## src/rtl/pet_stats_if.sv

```systemverilog
// Bundle between the pet-statistics engine and its neighbours: UART command
// byte and LFSR value in, stat vector, tick/heartbeat, command ack and life state out.
interface pet_stats_if #(
    parameter int NUM_STATS = 6,
    parameter int STAT_W    = 4
);
    logic [7:0]                  inputs;
    logic [7:0]                  random;
    logic [NUM_STATS*STAT_W-1:0] stats;
    logic                        tick;
    logic                        heartbeat;
    logic                        cmd_ack;
    logic [1:0]                  life_state;

    modport master (
        output inputs, random,
        input  stats, tick, heartbeat, cmd_ack, life_state
    );

    modport slave (
        input  inputs, random,
        output stats, tick, heartbeat, cmd_ack, life_state
    );
endinterface

```

## src/rtl/pet_stats_engine.sv

```systemverilog
// Saturating pet need counters: random stat raised every divided tick, UART
// commands lower a stat once per key press, life FSM tracks ALIVE/WARN/DEAD.
module pet_stats_engine #(
    parameter int NUM_STATS   = 6,
    parameter int STAT_W      = 4,
    parameter int TICK_DIV    = 27000000,
    parameter int CARE_STEP   = 1,
    parameter int DEATH_TICKS = 8
) (
    input  logic      clk,
    input  logic      reset,
    pet_stats_if.slave bus
);

    localparam int IW    = (NUM_STATS > 1) ? $clog2(NUM_STATS) : 1;
    localparam int DIV_W = $clog2(TICK_DIV);
    localparam int DC_W  = $clog2(DEATH_TICKS + 1);

    localparam logic [STAT_W-1:0] SMAX     = {STAT_W{1'b1}};
    localparam logic [STAT_W-1:0] STEP     = STAT_W'(CARE_STEP);
    localparam logic [DIV_W-1:0]  DIV_LAST = DIV_W'(TICK_DIV - 1);
    localparam logic [DC_W-1:0]   DC_LIMIT = DC_W'(DEATH_TICKS);

    typedef enum logic [1:0] {
        ALIVE = 2'd0,
        WARN  = 2'd1,
        DEAD  = 2'd2
    } life_t;

    logic [DIV_W-1:0]  div_q;
    logic              tick;
    logic [STAT_W-1:0] stat_q [NUM_STATS];
    logic [STAT_W-1:0] stat_d [NUM_STATS];
    logic              any_max;
    logic              armed_q;
    logic              cmd_ack_q;
    logic              heartbeat_q;
    life_t             state_q, state_d;
    logic [DC_W-1:0]   dcnt_q, dcnt_d;
    logic [DC_W-1:0]   dcnt_inc;
    logic              cmd_hit;
    logic [IW-1:0]     cmd_idx;
    logic              cmd_accept;
    logic [IW-1:0]     tick_idx;
    logic              inc_en;
    logic              unused_random;

    // ---------------- tick divider ----------------
    // NOTE: every clocked process uses non-blocking assignments so all flops
    // update together from pre-edge values; blocking here would create races.
    always_ff @(posedge clk or posedge reset) begin
        if (reset) begin
            div_q <= '0;
        end else if (tick) begin
            div_q <= '0;
        end else begin
            div_q <= div_q + 1'b1;
        end
    end

    assign tick = (div_q == DIV_LAST);

    // ---------------- command decode ----------------
    // NOTE: combinational outputs get a default before any branch so no path
    // leaves them unassigned; otherwise synthesis infers a latch.
    always_comb begin
        cmd_hit = 1'b0;
        cmd_idx = '0;
        for (int i = 0; i < NUM_STATS; i++) begin
            if (bus.inputs == 8'(8'h30 + i)) begin
                cmd_hit = 1'b1;
                cmd_idx = IW'(i);
            end
        end
        if (bus.inputs == 8'h65) begin
            cmd_hit = 1'b1;
            cmd_idx = '0;
        end
        if (NUM_STATS >= 2 && bus.inputs == 8'h73) begin
            cmd_hit = 1'b1;
            cmd_idx = IW'(1);
        end
    end

    assign cmd_accept = cmd_hit && armed_q && (state_q != DEAD);

    // Indices at or above NUM_STATS match no counter, so the tick is a no-op.
    assign tick_idx      = bus.random[IW-1:0];
    assign unused_random = ^bus.random[7:IW];
    assign inc_en        = tick && (state_q != DEAD);

    // Increment (saturating) first, then subtract, so collisions cancel out.
    always_comb begin
        any_max = 1'b0;
        for (int i = 0; i < NUM_STATS; i++) begin
            stat_d[i] = stat_q[i];
            if (inc_en && tick_idx == IW'(i) && stat_d[i] != SMAX) begin
                stat_d[i] = stat_d[i] + 1'b1;
            end
            if (cmd_accept && cmd_idx == IW'(i)) begin
                stat_d[i] = (stat_d[i] > STEP) ? stat_d[i] - STEP : '0;
            end
            if (stat_d[i] == SMAX) begin
                any_max = 1'b1;
            end
        end
    end

    // NOTE: the stat array is a small bank of flops, not a RAM, so every entry
    // can and must be cleared by the asynchronous reset.
    always_ff @(posedge clk or posedge reset) begin
        if (reset) begin
            for (int i = 0; i < NUM_STATS; i++) begin
                stat_q[i] <= '0;
            end
        end else begin
            for (int i = 0; i < NUM_STATS; i++) begin
                stat_q[i] <= stat_d[i];
            end
        end
    end

    // A held key acts once; an idle byte re-arms, other bytes leave it alone.
    always_ff @(posedge clk or posedge reset) begin
        if (reset) begin
            armed_q     <= 1'b1;
            cmd_ack_q   <= 1'b0;
            heartbeat_q <= 1'b0;
        end else begin
            cmd_ack_q <= cmd_accept;
            if (tick) begin
                heartbeat_q <= ~heartbeat_q;
            end
            if (bus.inputs == 8'h00) begin
                armed_q <= 1'b1;
            end else if (cmd_accept) begin
                armed_q <= 1'b0;
            end
        end
    end

    // ---------------- life FSM ----------------
    always_ff @(posedge clk or posedge reset) begin
        if (reset) begin
            state_q <= ALIVE;
            dcnt_q  <= '0;
        end else begin
            state_q <= state_d;
            dcnt_q  <= dcnt_d;
        end
    end

    assign dcnt_inc = dcnt_q + 1'b1;

    always_comb begin
        state_d = state_q;
        dcnt_d  = dcnt_q;
        if (tick) begin
            unique case (state_q)
                ALIVE: begin
                    if (any_max) begin
                        dcnt_d  = DC_W'(1);
                        state_d = (DEATH_TICKS == 1) ? DEAD : WARN;
                    end
                end
                WARN: begin
                    if (any_max) begin
                        dcnt_d = dcnt_inc;
                        if (dcnt_inc >= DC_LIMIT) begin
                            state_d = DEAD;
                        end
                    end else begin
                        dcnt_d  = '0;
                        state_d = ALIVE;
                    end
                end
                DEAD:    state_d = DEAD;
                default: state_d = ALIVE;
            endcase
        end
    end

    // ---------------- outputs ----------------
    always_comb begin
        bus.stats = '0;
        for (int i = 0; i < NUM_STATS; i++) begin
            bus.stats[i*STAT_W +: STAT_W] = stat_q[i];
        end
    end

    assign bus.tick       = tick;
    assign bus.heartbeat  = heartbeat_q;
    assign bus.cmd_ack    = cmd_ack_q;
    assign bus.life_state = state_q;

endmodule
```

## src/flat_wrapper.sv

```systemverilog
// flat-port wrapper written by rule: the top's interface ports become plain ports
module pet_stats_engine_flat 
#(
    parameter int NUM_STATS   = 6,
    parameter int STAT_W      = 4,
    parameter int TICK_DIV    = 27000000,
    parameter int CARE_STEP   = 1,
    parameter int DEATH_TICKS = 8
)
  (clk, reset, bus_inputs, bus_random, bus_stats, bus_tick, bus_heartbeat, bus_cmd_ack, bus_life_state);
  pet_stats_if #(.NUM_STATS(NUM_STATS), .STAT_W(STAT_W)) bus_i ();
  input  logic clk;
  input  logic reset;
  input wire logic [$bits(bus_i.inputs)-1:0] bus_inputs;
  input wire logic [$bits(bus_i.random)-1:0] bus_random;
  output wire logic [$bits(bus_i.stats)-1:0] bus_stats;
  output wire logic [$bits(bus_i.tick)-1:0] bus_tick;
  output wire logic [$bits(bus_i.heartbeat)-1:0] bus_heartbeat;
  output wire logic [$bits(bus_i.cmd_ack)-1:0] bus_cmd_ack;
  output wire logic [$bits(bus_i.life_state)-1:0] bus_life_state;
  assign bus_i.inputs = bus_inputs;
  assign bus_i.random = bus_random;
  assign bus_stats = bus_i.stats;
  assign bus_tick = bus_i.tick;
  assign bus_heartbeat = bus_i.heartbeat;
  assign bus_cmd_ack = bus_i.cmd_ack;
  assign bus_life_state = bus_i.life_state;
  pet_stats_engine #(.NUM_STATS(NUM_STATS), .STAT_W(STAT_W), .TICK_DIV(TICK_DIV), .CARE_STEP(CARE_STEP), .DEATH_TICKS(DEATH_TICKS)) u_core (.clk(clk), .reset(reset), .bus(bus_i));
endmodule
```

## config.mk

```make
export PLATFORM = sky130hd
export DESIGN_NAME = pet_stats_engine_flat
export DESIGN_NICKNAME = d
export VERILOG_FILES = /design/src/rtl/pet_stats_if.sv /design/src/rtl/pet_stats_engine.sv /design/src/flat_wrapper.sv
export SDC_FILE = /design/constraint.sdc
export NUM_CORES = 1
export LEC_CHECK = 0
export CORE_MARGIN = 5
export CORE_UTILIZATION = 45
export DETAILED_ROUTE_END_ITERATION = 10
export PLACE_DENSITY = 0.66
export SLEW_MARGIN = 25
export SYNTH_ARGS = -nofsm -noshare
export SYNTH_HDL_FRONTEND = slang
export SYNTH_SLANG_ARGS = --single-unit
```

## constraint.sdc

```tcl
create_clock -name clk -period 7.12 [get_ports clk]
set_input_delay 1.424 -clock clk [delete_from_list [all_inputs] [get_ports clk]]
set_output_delay 1.424 -clock clk [all_outputs]
set_load 0.02 [all_outputs]
```

## Word-level counts from Yosys, hierarchy flattened

Cells that the tools add are included.

| storage, ports and cells | value |
|---|---|
| bits in registers | 58 |
| bits of input ports | 18 |
| output and inout port bits | 29 |
| word-level logic and storage cells | 148 |

| cells by class | value |
|---|---|
| add/subtract/negate cells | 14 |
| order comparisons | 7 |
| equal/unequal tests | 36 |
| mux-type cells | 49 |
| bitwise gates (word level) | 1 |
| reductions and logical operators | 29 |

Operators by type and width:

| cell | count |
|---|---|
| 2-to-1 mux 4 bit | 20 |
| equality test 8 x 6 -> 1 bit, second input constant | 6 |
| adder 4 x 1 -> 4 bit, second input constant | 7 |
| adder 25 x 1 -> 25 bit, second input constant | 1 |
| equality test 25 bit, second input constant | 1 |
| 2-to-1 mux 25 bit | 1 |
| equality test 4 bit, second input constant | 6 |
| > comparator 4 x 1 -> 1 bit, second input constant | 6 |
| inequality test 4 bit, second input constant | 6 |
| subtractor 4 x 1 -> 4 bit, second input constant | 6 |
| logical AND 1 bit | 21 |
| 2-to-1 mux 1 bit | 17 |
| equality test 8 x 7 -> 1 bit, second input constant | 2 |
| equality test 3 x 2 -> 1 bit, second input constant | 4 |
| equality test 3 bit, second input constant | 4 |
| 2-to-1 mux 3 bit | 4 |
| 2-to-1 mux 2 bit | 5 |
| logical NOT 8 bit | 1 |
| case mux 4 bit (2 select lines) | 1 |
| equality test 3 x 1 -> 1 bit, second input constant | 2 |
| logical NOT 3 bit | 2 |
| case mux 2 bit (3 select lines) | 1 |
| AND reduction 3 bit | 2 |
| greater-or-equal comparator 4 bit, second input constant | 1 |
| 8 further kinds | 9 |

## Logic depth before layout (Yosys ltp)

| logic depth | value |
|---|---|
| depth after elaboration | 22 |
| depth in mapped cells | 18 |
| mapped depth without buffers | 16 |

## Least setup slack after synthesis

OpenSTA, ideal clock, no wires.

| timing | value |
|---|---|
| path kind | input to register |
| from | input port bus_random[1] |
| to | register u_core.dcnt_q[3] |
| library setup time | 78 ps |
| arrival | 4249 ps |
| data required time | 7042 ps |
| path slack | 2793 ps |
| stages on the path | 15 |
| path through | clkbuf_1 -> inv_1 -> and3_1 -> nand4_4 -> mux2i_1 -> ha_1 -> nor4b_1 -> nand4_1 -> o41a_1 -> o21ai_0 -> o21ai_0 -> a31oi_1 -> nand4_2 -> o31ai_2 -> o2bb2ai_1 |

| between the ends | value |
|---|---|
| longest elaborated chain between the ends | 16 |
| elaborated cells between the ends (all ways) | 64 |

RTL lines:

| what | line | source |
|---|---|---|
| start, declared | flat_wrapper.sv:15 | `input wire logic [$bits(bus_i.random)-1:0] bus_random;` |
| logical NOT 3 bit | pet_stats_engine.sv:97 | `if (inc_en && tick_idx == IW'(i) && stat_d[i] != SMAX) begin` |
| logical AND 1 bit (2 in a row) | pet_stats_engine.sv:97 |  |
| 2-to-1 mux 4 bit | pet_stats_engine.sv:97 |  |
| subtractor 4 x 1 -> 4 bit / > comparator 4 x 1 -> 1 bit (equally long branches) | pet_stats_engine.sv:101 | `stat_d[i] = (stat_d[i] > STEP) ? stat_d[i] - STEP : '0;` |
| 2-to-1 mux 4 bit | pet_stats_engine.sv:101 |  |
| 2-to-1 mux 4 bit | pet_stats_engine.sv:100 | `if (cmd_accept && cmd_idx == IW'(i)) begin` |
| equality test 4 bit | pet_stats_engine.sv:103 | `if (stat_d[i] == SMAX) begin` |
| 2-to-1 mux 1 bit (5 in a row) | pet_stats_engine.sv:103 |  |
| 2-to-1 mux 1 bit * | pet_stats_engine.sv:103 |  |
| 2-to-1 mux 4 bit / inequality test 2 x 1 -> 1 bit (equally long branches) | n/a |  |
| case mux 4 bit (2 select lines) / AND reduction 3 bit (equally long branches) | n/a |  |
| end signal, assigned | pet_stats_engine.sv:149 | `dcnt_q <= dcnt_d;` |
| end, declared | pet_stats_engine.sv:39 | `logic [DC_W-1:0] dcnt_q, dcnt_d;` |

Mark *: on every way between the ends. The rest lies on a longest branch, timed or not.
A chain may end at the register's enable or synchronous reset.

## Final worst setup path

| timing | value |
|---|---|
| from | input port bus_random[1] |
| to | register u_core.dcnt_q[1] |

Same word-level chain as after synthesis.

==> results_dict.tcl <==
set metrics [dict create \
    cap_violations 0 \
    r2r_end "u_core.dcnt_q[1]" \
    post_drt_via_cell_ratio 5.801 \
    detail_route.wl_per_cell_um 15.90 \
    antenna_left 0 \
    htreeDepth 3 \
    synth.largest_area_cell "dfrtp_1" \
    cts_resized 0 \
    rsz0062_at_grt "false" \
    gr-total-overflow 0 \
    cts_num_sinks 58 \
    cp-start-kind "primary input" \
    ys_ff_latch 58 \
    post-route-period-util_pct 70.54 \
    slew_headroom_pct 39.23 \
    worstSkewPairLatency_ps 340 \
    met2_usage_pct 31.54 \
    power.switching_w 0.0001646 \
    drv_slew 0 \
    postSynthCellCount 507 \
    synthArstFlopShare_pct 100.0 \
    crit_chain "clkdlybuf4s50_1 > inv_1 > and3_1 > nand4_4 > mux2i_1 > ha_1 > nor4b_1 > nand4_1 > o41a_1 > o21ai_0 > o21ai_0 > a31oi_1 > nand4_2 > o31ai_2 > o2bb2ai_1" \
    io_buffers 41 \
    drc 0 \
    cp_max_fo 8 \
    ff2ff_path_depth 16 \
    grt_antenna_before_repair 0 \
    nNetsFinal 581 \
    synth_nets 543 \
    yosys-top-cells-count "dfrtp_1 (57), nand2_1 (43), nor2_1 (39)" \
    yosysWarnings 0 \
    path_class "in -> reg" \
    die_area_mm2 0.01191 \
    yosysMostFrequentCell "dfrtp_1" \
    core.rowCount 36 \
    power.density_mw_per_mm2 134.0 \
    syn_to_final_growth_pct 16.24 \
    p_sw_share_pct 23.88 \
    seq_area_frac_synth_pct 32.84 \
    grt_pass1_vias 3760 \
    antenna-diode-count 0 \
    min_path_type "reg -> reg" \
    holdPathEnd "u_core.bus.heartbeat" \
    initial_core_util_pct 45.67 \
    drtPass1Iterations 4 \
    worstSetupEndpointType "flop" \
    cts_tree "yes" \
    r2r-start "u_core.div_q[0]" \
    fin_setup_tns_ps 0 \
    leakagePower_nw 2.131 \
    avgSynthCellArea_um2 8.724 \
    path_clk_slew_ps 70 \
    internal_power_w 0.0005246 \
    layoutNonFillerInstCount 683 \
    path_delay_family "compound AO/OA/AOI/OAI gates" \
    synthFlopType "dfrtp_1" \
    yosysUniqueCellTypes 71 \
    gp_congestion 0.9175 \
    fp.dieH_um 109.1 \
    drtIter0Drc 202 \
    fill_cells 894 \
    arrival_ps 5290 \
    post-cts-setup-buffer-count 0 \
    crit_buf_inv 2 \
    seqPwrFrac_pct 48.3 \
    synthTopCellsByArea "dfrtp_1 (32%), ha_1 (5.1%), mux2i_1 (3.8%), o21ai_0 (3.7%), nand2_1 (3.6%)" \
    dp.cells 667 \
    required_ps 7390 \
    outcome "complete, no violations" \
    clkPwrFrac_pct 46.5 \
    hold_violations 0 \
    r2r_slack_ps 2810 \
    top_usage_layer "met2" \
    grt_max_degree 59 \
    drt-total-wl_um 10860 \
    finClkSkew_ps 8.729 \
    whs_ps 475.1 \
    syn_area_mm2 0.004423 \
    cts_hold_buf 0 \
    io_pins 47 \
    crit_slowest_cell "clkdlybuf4s50_1" \
    met1_usage_pct 25.67 \
    cpMostUsedCell "o21ai_0" \
    cts_buffer_depth 2 \
    tightestPinTransition_ps 904.6 \
    max_stage_delay_ps 600 \
    setup_viol 0 \
    core_area_mm2 0.009684 \
    min_period_ps 5022 \
    ir_drop_uv 91.32 \
    gr-usage-met3_pct 4.677 \
    synth_top_area_share_pct 32.25 \
    whs_path_depth 1 \
    grt_pass1_wl_um 18310 \
    min-delay-start "u_core.bus.heartbeat" \
    num_vias 3962 \
    fmax_mhz 199.1 \
    synth-edff-count 0 \
    combinationalPowerShare_pct 5.2 \
    drive_gt1_share_pct 7.636 \
    cts_made_buffers 9 \
    post-dp-hpwl_um 8049 \
    die_w_um 109.1 \
    clock-root-buffer "clkbuf_8" \
    grt_usage_pct 19.27 \
]
-- registers in the layout, summed over array words and instances (netlist names) --
name and flops:
u_core.bus.life_state 2, u_core.bus.cmd_ack 1, u_core.bus.heartbeat 1, u_core.armed_q 1, u_core.dcnt_q 4, u_core.div_q 25, u_core.bus.stats 24
-- power by group through the flow --
stage / Clock [W] / Sequential [W] / Combinational [W]
6_report: 0.000320 / 0.000333 / 0.0000361
3_3_place_gp: 0 / 0.000339 / 0.0000358
2_1_floorplan: 0 / 0.000339 / 0.0000207
4_1_cts: 0.000330 / 0.000332 / 0.0000366
5_1_grt: 0.000347 / 0.000333 / 0.0000405
3_5_place_dp: 0 / 0.000339 / 0.0000363
-- worst reg2reg max path: stages (launching register included) --
cell and delay [ps]:
dfrtp_1 390, ha_1 220, and4_1 370, nand3_1 360, nor4_4 530, nor2_1 80
a21oi_1 240, ha_1 220, nor2_1 80, a2111oi_0 470, and4_1 290, a2111oi_2 70
a21oi_1 170, a211oi_1 60, a21bo_2 260, o31ai_2 270, o2bb2ai_1 150
-- metal layers --
layer | vias up | wire length, um | share of wire, %
met1 | 1894 | 5066 | 47
met2 | 79 | 5173 | 48
li1 | 1980 | - | -
met5 | - | 0 | 0
met3 | 9 | 512 | 4.7
met4 | 0 | 104 | 0.96
-- final cells by class --
class | count | area (um2) | area share, %
multi-input combinational | 409 | 2801 | 54.49
sequential | 58 | 1453 | 28.25
timing repair buffer | 43 | 425.4 | 8.275
tap | 133 | 166.4 | 3.237
clock buffer | 12 | 155.1 | 3.018
inverter | 24 | 90.09 | 1.752
clock inverter | 4 | 50.05 | 0.9735
-- cell families after synthesis --
kind of cell,Yosys count,share of synthesized area (%)
AO/OA/AOI/OAI,105,16.10
XOR/XNOR,26,5.149
adder cells (fa/ha/maj),18,5.092
buffers and inverters,40,3.819
flip-flops,58,32.84
multiplexers,21,4.865
AND/OR/NAND/NOR,239,32.14
-- stage by stage --
step | cell area, um2 | power (W) | setup slack [ps] | utilization (%)
final | 5141 | 0.0006891 | 2098 | 53.09
after global routing | 5141 | 0.0007202 | 1817 | 53.09
after CTS | 5141 | 0.0006988 | 2063 | 53.09
after detailed placement | 4936 | 0.0003751 | 1698 | 50.97
after global placement | 4936 | 0.0003746 | 1754 | 50.97
after floorplan | 4423 | 0.0003597 | 2793 | -
-- layout by cell type (no fill, tap or decap), types with 4 or more instances in the layout --
master           Yosys  final
mux2i_1             17     17
nor2b_1              8      8
nand3b_1             6      6
nor2_1              39     39
a31oi_1              5      5
a21o_1               4      4
nand3_1             32     32
nor3_1              13     13
nor4b_1              7      7
dfrtp_1             57     57
and4_1               9      9
nand2b_1            11     11
inv_1               24     23
and3_1               9      9
or3_1                8      8
nand2_1             43     43
clkbuf_8             0     11
nor4_1              11     11
xnor2_1             14     14
o21ai_0             33     33
a21oi_1             14     14
o211ai_1            11     11
o31ai_1              4      4
mux2_2               4      4
nand4_1             15     15
xor2_1              12     12
and2_1               5      5
ha_1                18     18
clkdlybuf4s50_1      0     41
-- worst max path at each step --
stage / startpoint / to / slack [ps] / depth (start not counted)
CTS: bus_random[0] / u_core.dcnt_q[1] / 2060 / 15
detailed placement: bus_random[0] / u_core.dcnt_q[3] / 1700 / 15
finish: bus_random[1] / u_core.dcnt_q[1] / 2100 / 15
global route: bus_random[0] / u_core.bus.life_state[1] / 1820 / 15
global placement: bus_random[0] / u_core.dcnt_q[1] / 1750 / 15
floorplan: bus_random[1] / u_core.dcnt_q[3] / 2790 / 15
No activity file was read; power rests on OpenSTA's default activity.
